### src/rtl/uart_tx_arbiter_if.sv
`default_nettype none
// ============================================================================
// Module   : uart_tx_arbiter_if
// Purpose  : Requester byte handshakes and UART TX FIFO write port.
// Revision : 1.0 - initial release
// ============================================================================
interface uart_tx_arbiter_if;
  logic [1:0] req_valid;
  logic [7:0] req_data0;
  logic [7:0] req_data1;
  logic [1:0] req_last;
  logic [1:0] req_ready;
  logic       uart_full;
  logic       uart_write;
  logic [7:0] uart_data;

  modport master (
    output req_valid, req_data0, req_data1, req_last, uart_full,
    input  req_ready, uart_write, uart_data
  );

  modport slave (
    input  req_valid, req_data0, req_data1, req_last, uart_full,
    output req_ready, uart_write, uart_data
  );
endinterface
`default_nettype wire

### src/rtl/uart_tx_arbiter.sv
`default_nettype none
// ============================================================================
// Module   : uart_tx_arbiter
// Purpose  : Grants one of two requesters the UART TX FIFO per message, with
//            round-robin tie break, idle timeout and message length limit.
// Revision : 1.0 - initial release
// ============================================================================
module uart_tx_arbiter #(
  parameter int TIMEOUT_CYCLES = 360,
  parameter int MAX_MSG_LEN    = 64
) (
  input  logic             clk,
  input  logic             reset,
  uart_tx_arbiter_if.slave bus,
  output logic [1:0]       grant,
  output logic [7:0]       timeout_count,
  output logic             overlength
);

  localparam int c_IDLE_W = $clog2(TIMEOUT_CYCLES + 1);
  localparam int c_BYTE_W = $clog2(MAX_MSG_LEN + 1);
  localparam logic [c_IDLE_W-1:0] c_IDLE_LAST = c_IDLE_W'(TIMEOUT_CYCLES - 1);
  localparam logic [c_IDLE_W-1:0] c_IDLE_ONE  = c_IDLE_W'(1);
  localparam logic [c_BYTE_W-1:0] c_BYTE_LAST = c_BYTE_W'(MAX_MSG_LEN - 1);
  localparam logic [c_BYTE_W-1:0] c_BYTE_ONE  = c_BYTE_W'(1);

  typedef enum logic [1:0] {
    ST_IDLE   = 2'd0,
    ST_GRANT0 = 2'd1,
    ST_GRANT1 = 2'd2
  } state_t;

  state_t              r_state;
  state_t              w_next_state;
  logic                r_last_served;
  logic [c_BYTE_W-1:0] r_byte_cnt;
  logic [c_IDLE_W-1:0] r_idle_cnt;
  logic                r_uart_write;
  logic [7:0]          r_uart_data;
  logic [7:0]          r_timeout_count;
  logic                r_overlength;

  logic                w_owner;
  logic                w_xfer;
  logic [1:0]          w_ready;
  logic [1:0]          w_grant;
  logic [7:0]          w_data;
  logic                w_last;
  logic                w_release;
  logic                w_len_rel;
  logic                w_timeout_rel;

  always_ff @(posedge clk) begin
    if (reset) begin
      r_state <= ST_IDLE;
    end else begin
      r_state <= w_next_state;
    end
  end

  always_comb begin
    w_next_state  = r_state;
    w_owner       = 1'b0;
    w_xfer        = 1'b0;
    w_ready       = 2'b00;
    w_grant       = 2'b00;
    w_data        = 8'h00;
    w_last        = 1'b0;
    w_release     = 1'b0;
    w_len_rel     = 1'b0;
    w_timeout_rel = 1'b0;
    case (r_state)
      ST_IDLE: begin
        // On a tie the requester that was not served last wins.
        if (bus.req_valid == 2'b11) begin
          w_next_state = r_last_served ? ST_GRANT0 : ST_GRANT1;
        end else if (bus.req_valid[0]) begin
          w_next_state = ST_GRANT0;
        end else if (bus.req_valid[1]) begin
          w_next_state = ST_GRANT1;
        end
      end
      ST_GRANT0, ST_GRANT1: begin
        w_owner = (r_state == ST_GRANT1);
        w_grant = w_owner ? 2'b10 : 2'b01;
        w_data  = w_owner ? bus.req_data1 : bus.req_data0;
        w_last  = bus.req_last[w_owner];
        w_xfer  = bus.req_valid[w_owner] & ~bus.uart_full;
        w_ready = w_owner ? {w_xfer, 1'b0} : {1'b0, w_xfer};
        // A last marker outranks both the length limit and the timeout.
        if (w_xfer && w_last) begin
          w_release = 1'b1;
        end else if (w_xfer && (r_byte_cnt == c_BYTE_LAST)) begin
          w_release = 1'b1;
          w_len_rel = 1'b1;
        end else if (!w_xfer && (r_idle_cnt == c_IDLE_LAST)) begin
          w_release     = 1'b1;
          w_timeout_rel = 1'b1;
        end
        if (w_release) begin
          w_next_state = ST_IDLE;
        end
      end
      default: w_next_state = ST_IDLE;
    endcase
  end

  always_ff @(posedge clk) begin
    if (reset) begin
      r_last_served   <= 1'b1;
      r_byte_cnt      <= '0;
      r_idle_cnt      <= '0;
      r_uart_write    <= 1'b0;
      r_uart_data     <= 8'h00;
      r_timeout_count <= 8'h00;
      r_overlength    <= 1'b0;
    end else begin
      r_uart_write <= w_xfer;
      if (w_xfer) begin
        r_uart_data <= w_data;
      end
      // Holding the counters clear through IDLE makes every grant start at zero.
      if (r_state == ST_IDLE) begin
        r_byte_cnt <= '0;
        r_idle_cnt <= '0;
      end else if (w_xfer) begin
        r_byte_cnt <= r_byte_cnt + c_BYTE_ONE;
        r_idle_cnt <= '0;
      end else begin
        r_idle_cnt <= r_idle_cnt + c_IDLE_ONE;
      end
      if (w_release) begin
        r_last_served <= w_owner;
      end
      if (w_timeout_rel && (r_timeout_count != 8'hFF)) begin
        r_timeout_count <= r_timeout_count + 8'd1;
      end
      if (w_len_rel) begin
        r_overlength <= 1'b1;
      end
    end
  end

  assign grant          = w_grant;
  assign timeout_count  = r_timeout_count;
  assign overlength     = r_overlength;
  assign bus.req_ready  = w_ready;
  assign bus.uart_write = r_uart_write;
  assign bus.uart_data  = r_uart_data;

endmodule
`default_nettype wire

### src/flat_wrapper.sv
// flat-port wrapper written by rule: the top's interface ports become plain ports
module uart_tx_arbiter_flat 
#(
  parameter int TIMEOUT_CYCLES = 360,
  parameter int MAX_MSG_LEN    = 64
)
  (clk, reset, grant, timeout_count, overlength, bus_req_valid, bus_req_data0, bus_req_data1, bus_req_last, bus_uart_full, bus_req_ready, bus_uart_write, bus_uart_data);
  uart_tx_arbiter_if bus_i ();
  input  logic clk;
  input  logic reset;
  output logic [1:0] grant;
  output logic [7:0] timeout_count;
  output logic overlength;
  input wire logic [$bits(bus_i.req_valid)-1:0] bus_req_valid;
  input wire logic [$bits(bus_i.req_data0)-1:0] bus_req_data0;
  input wire logic [$bits(bus_i.req_data1)-1:0] bus_req_data1;
  input wire logic [$bits(bus_i.req_last)-1:0] bus_req_last;
  input wire logic [$bits(bus_i.uart_full)-1:0] bus_uart_full;
  output wire logic [$bits(bus_i.req_ready)-1:0] bus_req_ready;
  output wire logic [$bits(bus_i.uart_write)-1:0] bus_uart_write;
  output wire logic [$bits(bus_i.uart_data)-1:0] bus_uart_data;
  assign bus_i.req_valid = bus_req_valid;
  assign bus_i.req_data0 = bus_req_data0;
  assign bus_i.req_data1 = bus_req_data1;
  assign bus_i.req_last = bus_req_last;
  assign bus_i.uart_full = bus_uart_full;
  assign bus_req_ready = bus_i.req_ready;
  assign bus_uart_write = bus_i.uart_write;
  assign bus_uart_data = bus_i.uart_data;
  uart_tx_arbiter #(.TIMEOUT_CYCLES(TIMEOUT_CYCLES), .MAX_MSG_LEN(MAX_MSG_LEN)) u_core (.clk(clk), .reset(reset), .bus(bus_i), .grant(grant), .timeout_count(timeout_count), .overlength(overlength));
endmodule
### config.mk
export PLATFORM = sky130hd
export DESIGN_NAME = uart_tx_arbiter_flat
export DESIGN_NICKNAME = d
export VERILOG_FILES = /design/src/rtl/uart_tx_arbiter_if.sv /design/src/rtl/uart_tx_arbiter.sv /design/src/flat_wrapper.sv
export SDC_FILE = /design/constraint.sdc
export NUM_CORES = 1
export LEC_CHECK = 0
export BUFFER_PORTS_ARGS = -buffer_cell sky130_fd_sc_hd__clkbuf_2
export CORE_ASPECT_RATIO = 0.6
export CORE_MARGIN = 2
export CORE_UTILIZATION = 50
export CTS_BUF_LIST = sky130_fd_sc_hd__clkbuf_8
export DETAILED_ROUTE_END_ITERATION = 16
export PLACE_DENSITY = 0.75
export SYNTH_ARGS = -nofsm -noshare
export SYNTH_HDL_FRONTEND = slang
export SYNTH_SLANG_ARGS = --single-unit
### constraint.sdc
create_clock -name clk -period 4 [get_ports clk]
set_input_delay 0.4 -clock clk [delete_from_list [all_inputs] [get_ports clk]]
set_output_delay 0.4 -clock clk [all_outputs]
set_load 0.005 [all_outputs]
==> results of run 1 <==
flip-flops by register name, summed over array words and instances, names as in the netlist:
register	count
u_core.bus.uart_write	1
u_core.timeout_count	8
u_core.r_idle_cnt	9
u_core.r_byte_cnt	7
u_core.bus.uart_data	8
u_core.overlength	1
u_core.r_state	2
u_core.r_last_served	1
power by group through the flow:
stage | Clock (mW) | Sequential [mW] | Combinational (mW)
6_report | 0.233 | 0.415 | 0.266
5_1_grt | 0.256 | 0.418 | 0.295
4_1_cts | 0.241 | 0.415 | 0.267
3_5_place_dp | 0 | 0.423 | 0.266
3_3_place_gp | 0 | 0.422 | 0.262
2_1_floorplan | 0 | 0.422 | 0.196
layout make-up:
type	instances	share of cell area (%)
sequential	37	33.8
tap	47	2.69
clock buffer	5	3.14
inverter	8	1.37
clock inverter	1	0.229
timing repair buffer	45	10.4
multi-input combinational	154	48.3
critical path: stages, from the launching register on:
cell	delay, ps
dfxtp_1	330
inv_1	80
ha_1	710
mux2i_4	460
nor3_2	60
buf_4	200
and2_1	170
clkbuf_2	110
stage by stage:
step	hold WS (ps)	cell area, µm²
floorplan	418	1870
global placement	432	2120
detailed placement	445	2120
CTS	441	2190
global route	444	2190
finish	440	2190
per-layer routing:
metal / track usage [%] / vias to the layer above / wire length, µm
met5: 0 / - / 0
met4: 3.55 / 0 / 0
met3: 5.65 / 0 / 187
met2: 29.2 / 38 / 1540
met1: 25.2 / 705 / 2030
li1: - / 822 / -
Yosys cell counts (all sizes together) (6+ instances only):
cell,number
a21oi,8
mux2i,12
ha,6
nand2,17
a211oi,8
xnor2,6
inv,8
dfxtp,37
nor2,31
cells by family (layout without fill, tap and decap cells):
| kind of cell | Yosys count | after routing | share of synthesized area [%] |
|---|---|---|---|
| AO/OA/AOI/OAI | 33 | 33 | 13.0 |
| multiplexers | 17 | 17 | 10.1 |
| buffers and inverters | 17 | 59 | 3.88 |
| flip-flops | 37 | 37 | 39.6 |
| XOR/XNOR | 10 | 10 | 4.68 |
| AND/OR/NAND/NOR | 88 | 88 | 24.7 |
| adder cells (fa/ha/maj) | 6 | 6 | 4.01 |
layout by cell type, fill, tap and decap left out, types with 2 or more instances in the layout:
| cell | n |
|---|---|
| clkbuf_2 | 44 |
| dfxtp_1 | 37 |
| nand2_1 | 17 |
| a211oi_1 | 8 |
| and4_1 | 3 |
| and3_1 | 4 |
| ha_1 | 6 |
| clkbuf_8 | 5 |
| a21oi_1 | 8 |
| and2_1 | 5 |
| mux2i_1 | 11 |
| nor4_1 | 3 |
| xnor2_1 | 6 |
| nor2b_1 | 3 |
| nor2_1 | 31 |
| xor2_1 | 4 |
| o21ai_0 | 4 |
| or4_1 | 4 |
| nand4_1 | 3 |
| o311ai_0 | 2 |
| or3_1 | 3 |
| nand3_1 | 5 |
| mux2_2 | 5 |
| o31ai_1 | 4 |
| inv_1 | 8 |
worst paths after layout:
path	end	slack (ps)	cells after the start
min	u_core.bus.uart_data[6]$_SDFFE_PP0P_	440	3
max reg2reg	u_core.timeout_count[7]$_SDFFE_PP0P_	1390	6
min reg2reg	u_core.r_idle_cnt[0]$_SDFF_PP0_	450	1
max	bus_req_ready[1]	1200	7
==> results.json, run 1 <==
{
  "outcome": "complete, no violations",
  "finalCriticalPeriod_ps": 2800,
  "cts_root_buf": "clkbuf_8",
  "dieArea_um2": 4270,
  "grt_overflow": 0,
  "grt_max_degree": 27,
  "final_cells": 297,
  "synthArstFlopShare_pct": 0,
  "grt_usage_pct": 18.5,
  "finalClockSkew_ps": 3.31,
  "antenna_found_initial": 0,
  "core_area_um2": 3640,
  "maxCapViolations": 0,
  "cts_tree": "built",
  "cts_setup_buffers": 0,
  "critical_path_arrival_ps": 2400,
  "wl_per_cell_um": 12.7,
  "critPathCaptureType": "output pin",
  "syn_inst": 208,
  "post-place-ws_ps": 1420,
  "cts_resized": 0,
  "rsz0062_at_grt": "false",
  "syn_area_um2": 1870,
  "tns_ps": 0,
  "grt_first_pass_wirelength_mm": 6.40,
  "switching_share_pct": 31.6,
  "critPathLaunch": "u_core.r_state[0]$_SDFFE_PP0P_",
  "multi_input_area_um2": 1060,
  "synthFlopType": "dfxtp_1",
  "net-switching-power_mw": 0.289,
  "fin_crit_sh_pct": 70.1,
  "area_growth_pct": 17.0,
  "power.total_mw": 0.914,
  "p_clk_share_pct": 25.5,
  "drc": 0,
  "power_frac_comb_pct": 29.1,
  "clk_pin_slew_ps": 70,
  "syn_avg_cell_area_um2": 9.00,
  "die_w_um": 83.0,
  "via_per_inst": 5.27,
  "place.gp.congestion": 0.739,
  "syn-num-nets": 237,
  "grt_pass1_vias": 1466,
  "antenna_cells": 0,
  "nNetsFinal": 280,
  "num_io_pins": 45,
  "fill_cells": 341,
  "tightest_slew_ps": 842,
  "ant_nets": 0,
  "dr.pass1.iters": 4,
  "ys_seq_elements": 37,
  "powerDensity_nw_per_um2": 417,
  "final_critical_path_setup_slack_ps": 1200,
  "die_h_um": 51.4,
  "drive_gt1_share_pct": 25.6,
  "place_inst": 291,
  "power_frac_seq_pct": 45.4,
  "cellLeakagePower_nw": 0.861,
  "start_util_pct": 51.5,
  "dr.first_iter.drc_count": 37,
  "max-vdd-ir-drop_v": 0.000242,
  "synth_top_area_share_pct": 39.6,
  "hold_violations": 0,
  "synthTopCellsByArea": "dfxtp_1, nor2_1, mux2i_1",
  "seq_area_um2": 741,
  "dp_hpwl_mm": 2.84,
  "hold_path.startpoint": "bus_req_data0[6]",
  "io_buffers": 44,
  "clk_path_buf_depth": 2,
  "worst_setup_path_start_kind": "register",
  "intPower_mw": 0.625,
  "cts_max_level": 2,
  "synth_largest_area_cell": "dfxtp_1",
  "std_cell_rows": 17,
  "r2r-start": "u_core.r_state[0]$_SDFFE_PP0P_",
  "synth_seq_area_share_pct": 39.6,
  "ctsHoldBuffers": 0,
  "hold_class": "in2reg",
  "synth_edf_count": 0,
  "clock_latency_ps": 270,
  "setup_viol": 0,
  "critPathMaxFanout": 19,
  "cts-buffers-inserted": 5,
  "critPathKind": "reg2out",
  "wirelength_mm": 3.76,
  "yosysWarningCount": 0,
  "post-route-util_pct": 60.2,
  "final_max_slew_viol_count": 0,
  "relSlewSlack_pct": 43.8,
  "max_freq_mhz": 357,
  "clkSinkCount": 37,
  "ys_types": 42,
  "dr_total_vias": 1565,
  "critPathRequiredTime_ps": 3600
}
Power figures use the tool's default switching activity.
==> inputs of run 2 (changes only) <==
--- a/config.mk
+++ b/config.mk
@@ -11,7 +11,7 @@
 export CORE_UTILIZATION = 50
 export CTS_BUF_LIST = sky130_fd_sc_hd__clkbuf_8
 export DETAILED_ROUTE_END_ITERATION = 16
-export PLACE_DENSITY = 0.75
+export PLACE_DENSITY = 0.78
 export SYNTH_ARGS = -nofsm -noshare
 export SYNTH_HDL_FRONTEND = slang
 export SYNTH_SLANG_ARGS = --single-unit
==> constraint.sdc (replaced) <==
create_clock -name clk -period 2.3 [get_ports clk]
set_input_delay 0.23 -clock clk [delete_from_list [all_inputs] [get_ports clk]]
set_output_delay 0.23 -clock clk [all_outputs]
set_load 0.005 [all_outputs]
==> results.json, run 2 (synthesized netlist as in run 1, its figures left out) <==
{
  "clkSinkCount": 37,
  "max-vdd-ir-drop_v": 0.000419,
  "power_frac_seq_pct": 42.7,
  "cts_tree": "built",
  "grt_usage_pct": 19.5,
  "p_clk_share_pct": 28.4,
  "place_inst": 295,
  "area_growth_pct": 20.2,
  "critPathMaxFanout": 5,
  "layout_common_cells": "clkbuf_2, dfxtp_1, nor2_1, nand2_1, mux2i_1",
  "cp_top_family": "multiplexers",
  "via_per_inst": 5.21,
  "worst_setup_path_start_kind": "register",
  "final_critical_path_setup_slack_ps": 178,
  "tightest_slew_ps": 443,
  "place.gp.congestion": 0.833,
  "intPower_mw": 1.15,
  "multi_input_area_um2": 1060,
  "critical_path_arrival_ps": 2310,
  "hold_violations": 0,
  "cts-buffers-inserted": 5,
  "post-place-ws_ps": 196,
  "start_util_pct": 51.5,
  "critPathRequiredTime_ps": 2480,
  "final_max_slew_viol_count": 0,
  "setup_viol": 0,
  "seq_area_um2": 741,
  "layout.cells.most_common": "clkbuf_2",
  "powerDensity_nw_per_um2": 750,
  "dieArea_um2": 4270,
  "io_buffers": 44,
  "rsz0062_at_grt": "false",
  "max_freq_mhz": 471,
  "r2r-start": "u_core.r_state[0]$_SDFFE_PP0P_",
  "antenna_found_initial": 0,
  "tns_ps": 0,
  "finalClockSkew_ps": 3.36,
  "critPathKind": "reg2reg",
  "dr_total_vias": 1583,
  "grt_overflow": 0,
  "critPathCaptureType": "register",
  "maxCapViolations": 0,
  "final_cells": 304,
  "wirelength_mm": 3.93,
  "largest-register": "u_core.r_idle_cnt",
  "clock_latency_ps": 290,
  "relSlewSlack_pct": 70.1,
  "drc": 0,
  "dr.pass1.iters": 4,
  "switching_share_pct": 31.9,
  "clk_path_buf_depth": 2,
  "placed_cell_area_um2": 2150,
  "postLayoutCellArea_um2": 2250,
  "drive_gt1_share_pct": 27.6,
  "power_frac_comb_pct": 28.9,
  "outcome": "complete, no violations",
  "antenna_cells": 0,
  "dp_hpwl_mm": 2.95,
  "grt_first_pass_wirelength_mm": 6.50,
  "wl_met2_mm": 1.54,
  "core_area_um2": 3640,
  "grt_pass1_vias": 1379,
  "std_cell_rows": 17,
  "cp_num_buf_inv": 1,
  "ctsHoldBuffers": 0,
  "highest_layer": "met4",
  "die_w_um": 83.0,
  "dr_wl_met3_um": 176,
  "finalCriticalPeriod_ps": 2120,
  "power.total_mw": 1.69,
  "wl_per_cell_um": 12.9,
  "num_io_pins": 45,
  "grt_max_degree": 17,
  "cts_max_level": 2,
  "cellLeakagePower_nw": 0.896,
  "ant_nets": 0,
  "dr.first_iter.drc_count": 76,
  "hold_path.startpoint": "bus_req_data0[4]",
  "hold_class": "in2reg",
  "cp_slowest_stage_delay_ps": 390,
  "cp_slowest_cell": "mux2i_4",
  "fin_crit_sh_pct": 92.2,
  "nNetsFinal": 285,
  "critPathLaunch": "u_core.r_state[0]$_SDFFE_PP0P_",
  "drt-met1-wl_mm": 2.17,
  "clk_pin_slew_ps": 70,
  "cp_cell_sequence": "inv_1 -> ha_1 -> mux2i_4 -> o21ai_1 -> nor4_1 -> mux2_2",
  "net-switching-power_mw": 0.539,
  "cts_root_buf": "clkbuf_8",
  "die_h_um": 51.4,
  "largest_reg_flops": 9,
  "fill_cells": 325
}
## run 2: cell count changes in the layout (fill, tap and decap cells not counted), sizes merged
cell and change:
buf +5, clkinv +1, clkbuf +1
## run 2: area by class of cell
type	count	share of cell area, %
Multi-Input combinational cell	154	47.1
Sequential cell	37	32.9
Timing Repair Buffer	50	11.8
Clock buffer	6	3.67
Tap cell	47	2.61
Inverter	8	1.33
Clock inverter	2	0.612
## run 2: power groups by stage
stage	Combinational, mW	Clock, mW	Sequential, mW
floorplan	0.340	0	0.733
global placement	0.478	0	0.733
detailed placement	0.484	0	0.733
CTS	0.484	0.485	0.720
global route	0.544	0.519	0.727
finish	0.488	0.478	0.721
## run 2: worst register-to-register path, cell delays in order, from the launching register on
cell     delay [ps]
dfxtp_1         330
inv_1            80
ha_1            320
mux2i_4         390
o21ai_1         200
nor4_1          320
mux2_2          360
## run 2: path summary, 6_finish.rpt
check | depth (start not counted) | slack [ps] | to
worst max-delay path | 6 | 180 | u_core.timeout_count[7]$_SDFFE_PP0P_
worst min-delay path | 3 | 250 | u_core.bus.uart_data[4]$_SDFFE_PP0P_
worst max register to register | 6 | 180 | u_core.timeout_count[7]$_SDFFE_PP0P_
worst min register to register | 1 | 450 | u_core.r_idle_cnt[0]$_SDFF_PP0_
## run 2: metrics by stage
step	hold WS (ps)	utilization, %
6_report	253	61.9
5_1_grt	240	61.9
3_3_place_gp	434	59.0
2_1_floorplan	418	-
3_5_place_dp	443	59.0
4_1_cts	249	61.6
## run 2: timing repair
item	in CTS	in global routing
buffers inserted	0	1
resized for setup	0	0
setup endpoints to repair	0	1
endpoints found under the hold margin	0	0
## run 2: layer usage
layer | vias to the layer above | GRT usage, %
met1 | 711 | 28.5
li1 | 834 | -
met2 | 33 | 27.3
met4 | 0 | 5.74
met5 | - | 0
met3 | 5 | 6.14
